[config.mk]
export PLATFORM = sky130hd
export DESIGN_NAME = pipelined_control_unit
export DESIGN_NICKNAME = d
export VERILOG_FILES = /design/src/rtl/pipelined_control_unit.sv
export SDC_FILE = /design/constraint.sdc
export NUM_CORES = 1
export LEC_CHECK = 0
export BUFFER_PORTS_ARGS = -buffer_cell sky130_fd_sc_hd__buf_2
export CAP_MARGIN = 10
export CORE_ASPECT_RATIO = 0.5
export CORE_MARGIN = 4
export CORE_UTILIZATION = 40
export CTS_CLUSTER_DIAMETER = 100
export DETAILED_ROUTE_END_ITERATION = 8
export SYNTH_ARGS = -nofsm -noshare
export SYNTH_HDL_FRONTEND = slang
export SYNTH_SLANG_ARGS = --single-unit
[constraint.sdc]
create_clock -name clk -period 1.7 [get_ports clk]
set_input_delay 0.085 -clock clk [delete_from_list [all_inputs] [get_ports clk]]
set_output_delay 0.085 -clock clk [all_outputs]
set_load 0.02 [all_outputs]
[src/rtl/pipelined_control_unit.sv]
`timescale 1ns/1ps
// -----------------------------------------------------------------------------
// pipelined_control_unit
//
// RV32I/M control unit for the pipelined core. Decodes the ID-stage
// instruction, registers all control into the ID/EX control register, resolves
// conditional branches in EX from the ALU zero flag, and stalls ID while a
// multi-cycle MUL/DIV operation is in flight. Illegal encodings are carried
// down the pipe as a flagged, side-effect-free slot.
//
// Ports
//   clk       in   core clock
//   rst       in   asynchronous active-high reset
//   id_valid  in   ID-stage instruction valid
//   opcode    in   instr[6:0]
//   funct3    in   instr[14:12]
//   funct7    in   instr[31:25]
//   flush     in   squash ID/EX (taken branch/jump upstream), highest priority
//   z         in   EX-stage ALU zero flag
//   id_ready  out  ID may advance (not stalled)            -- combinational
//   ex_valid  out  ID/EX holds a live instruction           -- registered
//   aluc      out  ALU operation code                       -- registered
//   ctrl      out  {mem2reg,wmem,aluimm,wreg,jal,jalr,
//                   signext,auipc,ls_b,ls_h,load_signext}   -- registered
//   pcsrc     out  00 seq, 01 branch taken, 10 jal, 11 jalr -- combinational
//   md_start  out  one-cycle launch pulse for the mul/div unit
//   md_busy   out  mul/div sequencer is stalling the pipe
//   illegal   out  ID/EX holds an illegal encoding
// -----------------------------------------------------------------------------
module pipelined_control_unit #(
    parameter int ENABLE_M = 1,
    parameter int MUL_LAT  = 2,
    parameter int DIV_LAT  = 32,
    parameter int CNT_W    = 6
) (
    input  logic        clk,
    input  logic        rst,
    input  logic        id_valid,
    input  logic [6:0]  opcode,
    input  logic [2:0]  funct3,
    input  logic [6:0]  funct7,
    input  logic        flush,
    input  logic        z,
    output logic        id_ready,
    output logic        ex_valid,
    output logic [5:0]  aluc,
    output logic [10:0] ctrl,
    output logic [1:0]  pcsrc,
    output logic        md_start,
    output logic        md_busy,
    output logic        illegal
);

    localparam logic [6:0] OP_R      = 7'b0110011;
    localparam logic [6:0] OP_IMM    = 7'b0010011;
    localparam logic [6:0] OP_LOAD   = 7'b0000011;
    localparam logic [6:0] OP_STORE  = 7'b0100011;
    localparam logic [6:0] OP_BRANCH = 7'b1100011;
    localparam logic [6:0] OP_JAL    = 7'b1101111;
    localparam logic [6:0] OP_JALR   = 7'b1100111;
    localparam logic [6:0] OP_LUI    = 7'b0110111;
    localparam logic [6:0] OP_AUIPC  = 7'b0010111;
    localparam logic [6:0] OP_FENCE  = 7'b0001111;
    localparam logic [6:0] OP_SYSTEM = 7'b1110011;

    localparam logic [6:0] F7_BASE = 7'b0000000;
    localparam logic [6:0] F7_ALT  = 7'b0100000;
    localparam logic [6:0] F7_MEXT = 7'b0000001;

    // Bit positions inside ctrl.
    localparam int C_MEM2REG = 10;
    localparam int C_WMEM    = 9;
    localparam int C_ALUIMM  = 8;
    localparam int C_WREG    = 7;
    localparam int C_JAL     = 6;
    localparam int C_JALR    = 5;
    localparam int C_SIGNEXT = 4;
    localparam int C_AUIPC   = 3;
    localparam int C_LSB     = 2;
    localparam int C_LSH     = 1;
    localparam int C_LSE     = 0;

    localparam logic [5:0] ALUC_ADD = 6'b000000;
    localparam logic [5:0] ALUC_SUB = 6'b001000;
    localparam logic [5:0] ALUC_LUI = 6'b000010;

    // Busy-cycle counts loaded on launch; the launch cycle itself is one of the
    // LAT cycles, so only LAT-1 stall cycles follow.
    localparam logic [CNT_W-1:0] MUL_CNT = CNT_W'(MUL_LAT - 1);
    localparam logic [CNT_W-1:0] DIV_CNT = CNT_W'(DIV_LAT - 1);

    typedef enum logic [0:0] {
        S_IDLE    = 1'b0,
        S_MD_BUSY = 1'b1
    } state_t;

    // Base integer ops: {funct3[2:1], alt, funct3[0], 00}. Bit 0 is never set,
    // which keeps these codes disjoint from the M-extension codes below.
    function automatic logic [5:0] alu_base(input logic [2:0] f3, input logic alt);
        return {f3[2:1], alt, f3[0], 2'b00};
    endfunction

    // M-extension ops: {funct3[1:0], funct3[2], 00, 1}; mul=000001, div=001001.
    function automatic logic [5:0] alu_mext(input logic [2:0] f3);
        return {f3[1:0], f3[2], 2'b00, 1'b1};
    endfunction

    // ------------------------------------------------------------------------
    // Decode
    // ------------------------------------------------------------------------
    logic        dec_legal;
    logic [5:0]  dec_aluc_raw;
    logic [10:0] dec_ctrl_raw;
    logic        dec_branch_raw;
    logic        dec_mop_raw;
    logic [5:0]  dec_aluc;
    logic [10:0] dec_ctrl;
    logic        dec_branch;
    logic        dec_mop;

    always_comb begin
        dec_legal      = 1'b0;
        dec_aluc_raw   = ALUC_ADD;
        dec_ctrl_raw   = '0;
        dec_branch_raw = 1'b0;
        dec_mop_raw    = 1'b0;
        unique case (opcode)
            OP_R: begin
                dec_ctrl_raw[C_WREG]    = 1'b1;
                dec_ctrl_raw[C_SIGNEXT] = 1'b1;
                if (funct7 == F7_BASE) begin
                    dec_legal    = 1'b1;
                    dec_aluc_raw = alu_base(funct3, 1'b0);
                end else if (funct7 == F7_ALT && (funct3 == 3'b000 || funct3 == 3'b101)) begin
                    dec_legal    = 1'b1;
                    dec_aluc_raw = alu_base(funct3, 1'b1);
                end else if (funct7 == F7_MEXT && ENABLE_M != 0) begin
                    dec_legal    = 1'b1;
                    dec_mop_raw  = 1'b1;
                    dec_aluc_raw = alu_mext(funct3);
                end
            end
            OP_IMM: begin
                dec_ctrl_raw[C_ALUIMM]  = 1'b1;
                dec_ctrl_raw[C_WREG]    = 1'b1;
                dec_ctrl_raw[C_SIGNEXT] = 1'b1;
                // Shift-immediates carry funct7 in imm[11:5]; only slli/srli/srai exist.
                if (funct3 == 3'b001) begin
                    dec_legal    = (funct7 == F7_BASE);
                    dec_aluc_raw = alu_base(funct3, 1'b0);
                end else if (funct3 == 3'b101) begin
                    dec_legal    = (funct7 == F7_BASE) || (funct7 == F7_ALT);
                    dec_aluc_raw = alu_base(funct3, funct7[5]);
                end else begin
                    dec_legal    = 1'b1;
                    dec_aluc_raw = alu_base(funct3, 1'b0);
                end
            end
            OP_LOAD: begin
                dec_legal = (funct3 == 3'b000) || (funct3 == 3'b001) || (funct3 == 3'b010) ||
                            (funct3 == 3'b100) || (funct3 == 3'b101);
                dec_ctrl_raw[C_MEM2REG] = 1'b1;
                dec_ctrl_raw[C_ALUIMM]  = 1'b1;
                dec_ctrl_raw[C_WREG]    = 1'b1;
                dec_ctrl_raw[C_SIGNEXT] = 1'b1;
                dec_ctrl_raw[C_LSB]     = (funct3[1:0] == 2'b00);
                dec_ctrl_raw[C_LSH]     = (funct3[1:0] == 2'b01);
                // Sign-extension only matters for sub-word loads (lb/lh).
                dec_ctrl_raw[C_LSE]     = ~funct3[2] & ~funct3[1];
            end
            OP_STORE: begin
                dec_legal = (funct3 == 3'b000) || (funct3 == 3'b001) || (funct3 == 3'b010);
                dec_ctrl_raw[C_WMEM]    = 1'b1;
                dec_ctrl_raw[C_ALUIMM]  = 1'b1;
                dec_ctrl_raw[C_SIGNEXT] = 1'b1;
                dec_ctrl_raw[C_LSB]     = (funct3[1:0] == 2'b00);
                dec_ctrl_raw[C_LSH]     = (funct3[1:0] == 2'b01);
            end
            OP_BRANCH: begin
                dec_legal      = (funct3 != 3'b010) && (funct3 != 3'b011);
                dec_aluc_raw   = ALUC_SUB;
                dec_branch_raw = 1'b1;
                dec_ctrl_raw[C_SIGNEXT] = 1'b1;
            end
            OP_JAL: begin
                dec_legal = 1'b1;
                dec_ctrl_raw[C_WREG]    = 1'b1;
                dec_ctrl_raw[C_JAL]     = 1'b1;
                dec_ctrl_raw[C_SIGNEXT] = 1'b1;
            end
            OP_JALR: begin
                dec_legal = (funct3 == 3'b000);
                dec_ctrl_raw[C_ALUIMM]  = 1'b1;
                dec_ctrl_raw[C_WREG]    = 1'b1;
                dec_ctrl_raw[C_JALR]    = 1'b1;
                dec_ctrl_raw[C_SIGNEXT] = 1'b1;
            end
            OP_LUI: begin
                dec_legal    = 1'b1;
                dec_aluc_raw = ALUC_LUI;
                dec_ctrl_raw[C_ALUIMM]  = 1'b1;
                dec_ctrl_raw[C_WREG]    = 1'b1;
                dec_ctrl_raw[C_SIGNEXT] = 1'b1;
            end
            OP_AUIPC: begin
                dec_legal = 1'b1;
                dec_ctrl_raw[C_ALUIMM]  = 1'b1;
                dec_ctrl_raw[C_WREG]    = 1'b1;
                dec_ctrl_raw[C_SIGNEXT] = 1'b1;
                dec_ctrl_raw[C_AUIPC]   = 1'b1;
            end
            // fence / ecall / ebreak travel as architectural no-ops.
            OP_FENCE:  dec_legal = (funct3 == 3'b000);
            OP_SYSTEM: dec_legal = (funct3 == 3'b000);
            default:   dec_legal = 1'b0;
        endcase
    end

    // An illegal slot must carry no side effects at all.
    assign dec_aluc   = dec_legal ? dec_aluc_raw   : 6'b000000;
    assign dec_ctrl   = dec_legal ? dec_ctrl_raw   : 11'b0;
    assign dec_branch = dec_legal & dec_branch_raw;
    assign dec_mop    = dec_legal & dec_mop_raw;

    // ------------------------------------------------------------------------
    // ID/EX register and mul/div sequencer
    // ------------------------------------------------------------------------
    state_t             state_q, state_d;
    logic [CNT_W-1:0]   cnt_q, cnt_d;
    logic               ex_valid_q, ex_valid_d;
    logic [5:0]         aluc_q, aluc_d;
    logic [10:0]        ctrl_q, ctrl_d;
    logic               illegal_q, illegal_d;
    logic               br_q, br_d;
    logic [2:0]         br_type_q, br_type_d;
    logic               md_start_q, md_start_d;

    always_comb begin
        state_d    = state_q;
        cnt_d      = cnt_q;
        ex_valid_d = ex_valid_q;
        aluc_d     = aluc_q;
        ctrl_d     = ctrl_q;
        illegal_d  = illegal_q;
        br_d       = br_q;
        br_type_d  = br_type_q;
        md_start_d = 1'b0;

        if (flush) begin
            // Squash wins over everything, including an in-flight mul/div.
            state_d    = S_IDLE;
            cnt_d      = '0;
            ex_valid_d = 1'b0;
            aluc_d     = '0;
            ctrl_d     = '0;
            illegal_d  = 1'b0;
            br_d       = 1'b0;
            br_type_d  = '0;
        end else begin
            unique case (state_q)
                S_IDLE: begin
                    if (id_valid) begin
                        ex_valid_d = 1'b1;
                        aluc_d     = dec_aluc;
                        ctrl_d     = dec_ctrl;
                        illegal_d  = ~dec_legal;
                        br_d       = dec_branch;
                        br_type_d  = dec_branch ? funct3 : 3'b000;
                        if (dec_mop) begin
                            md_start_d = 1'b1;
                            cnt_d      = funct3[2] ? DIV_CNT : MUL_CNT;
                            // A single-cycle unit needs no stall at all.
                            if ((funct3[2] ? DIV_CNT : MUL_CNT) != '0) begin
                                state_d = S_MD_BUSY;
                            end
                        end
                    end else begin
                        ex_valid_d = 1'b0;
                        aluc_d     = '0;
                        ctrl_d     = '0;
                        illegal_d  = 1'b0;
                        br_d       = 1'b0;
                        br_type_d  = '0;
                    end
                end
                S_MD_BUSY: begin
                    // ID/EX holds. Leave as the count reaches zero so ID
                    // resumes exactly LAT cycles after the launch.
                    cnt_d = (cnt_q == '0) ? '0 : cnt_q - CNT_W'(1);
                    if (cnt_q <= CNT_W'(1)) begin
                        state_d = S_IDLE;
                    end
                end
                default: begin
                    state_d = S_IDLE;
                    cnt_d   = '0;
                end
            endcase
        end
    end

    always_ff @(posedge clk or posedge rst) begin
        if (rst) begin
            state_q    <= S_IDLE;
            cnt_q      <= '0;
            ex_valid_q <= 1'b0;
            aluc_q     <= '0;
            ctrl_q     <= '0;
            illegal_q  <= 1'b0;
            br_q       <= 1'b0;
            br_type_q  <= '0;
            md_start_q <= 1'b0;
        end else begin
            state_q    <= state_d;
            cnt_q      <= cnt_d;
            ex_valid_q <= ex_valid_d;
            aluc_q     <= aluc_d;
            ctrl_q     <= ctrl_d;
            illegal_q  <= illegal_d;
            br_q       <= br_d;
            br_type_q  <= br_type_d;
            md_start_q <= md_start_d;
        end
    end

    // ------------------------------------------------------------------------
    // EX-stage next-PC select
    // ------------------------------------------------------------------------
    logic br_taken;

    always_comb begin
        br_taken = 1'b0;
        unique case (br_type_q)
            3'b000, 3'b101, 3'b111: br_taken = z;   // beq, bge, bgeu
            3'b001, 3'b100, 3'b110: br_taken = ~z;  // bne, blt, bltu
            default:                br_taken = 1'b0;
        endcase
    end

    always_comb begin
        pcsrc = 2'b00;
        if (ex_valid_q) begin
            if (ctrl_q[C_JAL]) begin
                pcsrc = 2'b10;
            end else if (ctrl_q[C_JALR]) begin
                pcsrc = 2'b11;
            end else if (br_q && br_taken) begin
                pcsrc = 2'b01;
            end
        end
    end

    assign id_ready = (state_q != S_MD_BUSY);
    assign md_busy  = (state_q == S_MD_BUSY);
    assign ex_valid = ex_valid_q;
    assign aluc     = aluc_q;
    assign ctrl     = ctrl_q;
    assign illegal  = illegal_q;
    assign md_start = md_start_q;

endmodule

==> run summary <==
The run finished with clean final reports. The number of setup buffers added after CTS was 0. Among all flip-flop cells after synthesis, the most frequent one is dfrtp_1. The number of I/O pins is 46.

The signal on the critical path passes through or3b_4 -> nor3_4 -> o21ai_4 -> nor4b_4 -> a22o_1. Data on the critical path is required at its endpoint by 1.91 ns. The number of nets produced by synthesis came out at 233. In the finished design, the share of the clock period the worst path needs comes to 95.92%. The non-filler instance count after layout came out at 344. The proportion of netlist area held by the largest area contributor is 40.34%. Worst slew margin relative to its limit: 61.86%. Class of the most critical hold timing path: in2reg. The run gives 0 as the count of endpoints failing hold in the final timing report. Clock tree synthesis selected as its root buffer the cell clkbuf_8. The logs give 31 for the total number of clock tree sinks and 9377 um for the first-pass GRT wire length.

For the worst vdd rail ir drop, the log shows 0.2688 mV. Entering global routing, the biggest net connects 18 pins. The number of placement rows was 17. The overall fraction of global-route tracks in use was 19.32%. Once detail routing completed, the nets flagged for antenna violations numbered 0. Number of antenna violations at the first check in global routing: 0.

For this run, the post-layout net count is 302. Cells with a size suffix above 1 make up 35.97% of the layout. The number of synthesized flops with an enable pin is 0, and the shortest period the worst path allows is 1.631 ns. Final hold analysis gives a worst-case slack of 0.06603 ns.

For the number of max-slew violations in the final report, the log shows 0. The floorplan die width is 106.1 um, and the arrival time at the worst endpoint is 1.84 ns. The logs give 0.004509 sq mm for the placeable core region and 0 for the final antenna diode count.

In this run the worst path has a maximum fanout of 3. The worst setup path is captured at a flip-flop. Dividing the detail-routed wire length by the instance count gives 15.79 um. The total congestion overflow after global routing came out at 0. Across the routed clock network, the largest skew measured is 0.01250 ns. During synthesis, Yosys emitted a total of 0 warnings. TritonCTS built the clock tree.

Input and output buffers added on the ports amount to 45. On the worst path, the slowest cell contributes a delay of 0.43 ns. From bottom edge to top edge, the die measures 57.03 um.

The worst-margin pin slew was 0.5715 ns; the least setup slack across all paths after layout was 0.06930 ns. The floorplan step defined a die boundary enclosing 0.006049 sq mm. The post-detailed-routing wire length is 5432 um, and the fraction of synthesis flops using an asynchronous set or reset pin is 100.0%. The clock passes through at most 2 buffers.

Setup repair after global routing could not meet its margin everywhere. After routing, the total negative slack on setup checks comes to 0 ns. The detailed router finished its first iteration with 84 violations. The routed layout has 1846 vias.

The run gives 0.001702 W as the post-layout total power. The number of cells in the design after placement was 335; the mean area per synthesized cell was 9.246 sq um. Max-cap violations in this run came to 0. Summed over all cells, the static leakage comes to 1.253 nW.

The worst setup path is launched from a flip-flop. The logs give 53 for the number of different library cells in the post-synthesis netlist and 1892 for the number of global-route vias before repair. The slowest stage of the critical path is the or3b_4 cell.

The clock tree synthesis step divided the H-tree into 2 levels. The weighted congestion at the end of routability-driven global placement was 0.8131; the number of buffers created by CTS was 5. The worst setup path is of the reg2reg kind. OpenSTA, run right after detailed placement, puts the worst setup slack at -0.1176 ns.

Timing would allow up to 613.2 MHz. Summed over all instances, the cell type with the most area after synthesis is dfrtp_1. The post-route DRC violation count was 0; the signed area change from the synthesized netlist to the final layout was 35.46%.

Total power divided by cell area: 653.4 mW/mm^2. The run gives 5 as the number of iterations in the first detailed-routing pass. The cell count after synthesis came out at 208. Once detailed placement completed, the half-perimeter wirelength came to 4323 um. The via-per-instance ratio is 5.366, and the total of flip-flops plus latches after synthesis is 31. The clock transition at the registers of the reported paths is 0.07 ns.

Post-synthesis instance area: 0.001923 sq mm. For the sequential element share of the synthesized area, the log shows 40.34%. The clock reaches the later pin of the worst-skew pair after 0.28 ns.

Setup violations remaining at the end of the flow were counted as 0. By area the synthesized netlist is led by dfrtp_1 40%, a22o_1 4.6%, o21ai_0 4.4%. The initial utilization of the core area, before any placement, comes to 42.65%.
layout make-up:
| class | instances | area, sq um |
|---|---|---|
| clock buffers | 7 | 96.34 |
| clock inverters | 1 | 7.507 |
| fillers | 435 | 1904 |
| inverters | 7 | 26.28 |
| multi-input cells | 157 | 1137 |
| flip-flops and latches | 31 | 777.0 |
| well taps | 66 | 82.58 |
| repair buffers | 75 | 478.0 |
cells in the final DEF (no fill, tap or decap), types with 2 or more instances in the layout:
master     n
a211oi_1   2
a21o_1     3
buf_2     45
or2_2      2
nand2b_1   4
a21oi_1    5
nor2_1    14
dfrtp_1   30
and3b_1    3
o41ai_2    2
nand3b_1   5
nor3_1     7
or3_1      2
buf_4     27
nor4_1     4
mux2i_1    2
o21ai_0   16
clkbuf_8   7
nor2b_1    2
ha_1       3
inv_1      7
a32o_1     6
and2_1     6
o21a_1     2
buf_12     2
o21bai_1   2
o31ai_1    3
a32oi_1    2
xnor2_1    2
nand2_1   19
a31oi_1    2
a22o_1    10
final timing paths:
check,startpoint,to,slack [ns],cells past startpoint
min,flush,cnt_q[0],0.07,2
min reg2reg,aluc[0],aluc[0],0.47,1
max,md_busy,aluc[2],0.07,5
max reg2reg,md_busy,aluc[2],0.07,5
min in group asynchronous,rst,br_type_q[1],0.39,3
max in group asynchronous,rst,aluc[2],0.73,4
power breakdown:
group,internal [W],switching (W)
clock network,0.000368,0.000296
registers,0.000750,0.0000140
logic,0.000119,0.000154
total,0.00124,0.000464
registers in the layout, summed over array words and instances (netlist names):
signal,flops
aluc,6
br_q,1
br_type_q,3
cnt_q,6
ctrl,11
ex_valid,1
illegal,1
md_busy,1
md_start,1
synth_stat cells (4+ instances only):
master / instances
dfrtp_1: 31
a22o_1: 10
o21ai_0: 17
clkbuf_1: 10
nand2b_1: 4
nand3b_1: 5
inv_1: 7
nor3_1: 8
and2_1: 6
nor2_1: 14
a21oi_1: 5
nor4_1: 4
nand2_1: 20
a32o_1: 6
repair_timing:
| item | CTS | global route |
|---|---|---|
| endpoints found under the setup margin | 0 | 5 |
| resized for setup | 0 | 7 |
| hold buffers | 1 | 0 |
| endpoints found under the hold margin | 12 | 0 |
worst max-delay path: cells and delay by family (launching register included):
| kind | cells | cell delay [ns] |
|---|---|---|
| compound gates | 2 | 0.27 |
| flops | 1 | 0.41 |
| simple gates | 3 | 0.87 |
per-layer routing:
metal,up-vias,track usage (%),share of wire [%]
met5,-,0,0
met4,0,5.166,0.88
met3,4,3.842,5.8
met2,56,30.16,44
met1,878,27.60,49
li1,908,-,-
stage by stage:
stage	cell area [sq um]	util, %
2_1_floorplan	1963	-
6_report	2605	57.77
4_1_cts	2560	56.77
3_3_place_gp	2446	54.25
5_1_grt	2605	57.77
3_5_place_dp	2446	54.25
cell families after synthesis:
group	count (synthesis)	synth area share, %
buffers and inverters	20	4.359
AO/OA/AOI/OAI	65	24.98
adder cells (fa/ha/maj)	3	1.952
XOR/XNOR	3	1.367
flip-flops	31	40.34
multiplexers	2	1.041
AND/OR/NAND/NOR	84	25.96
(Power assumes the default switching activity.)
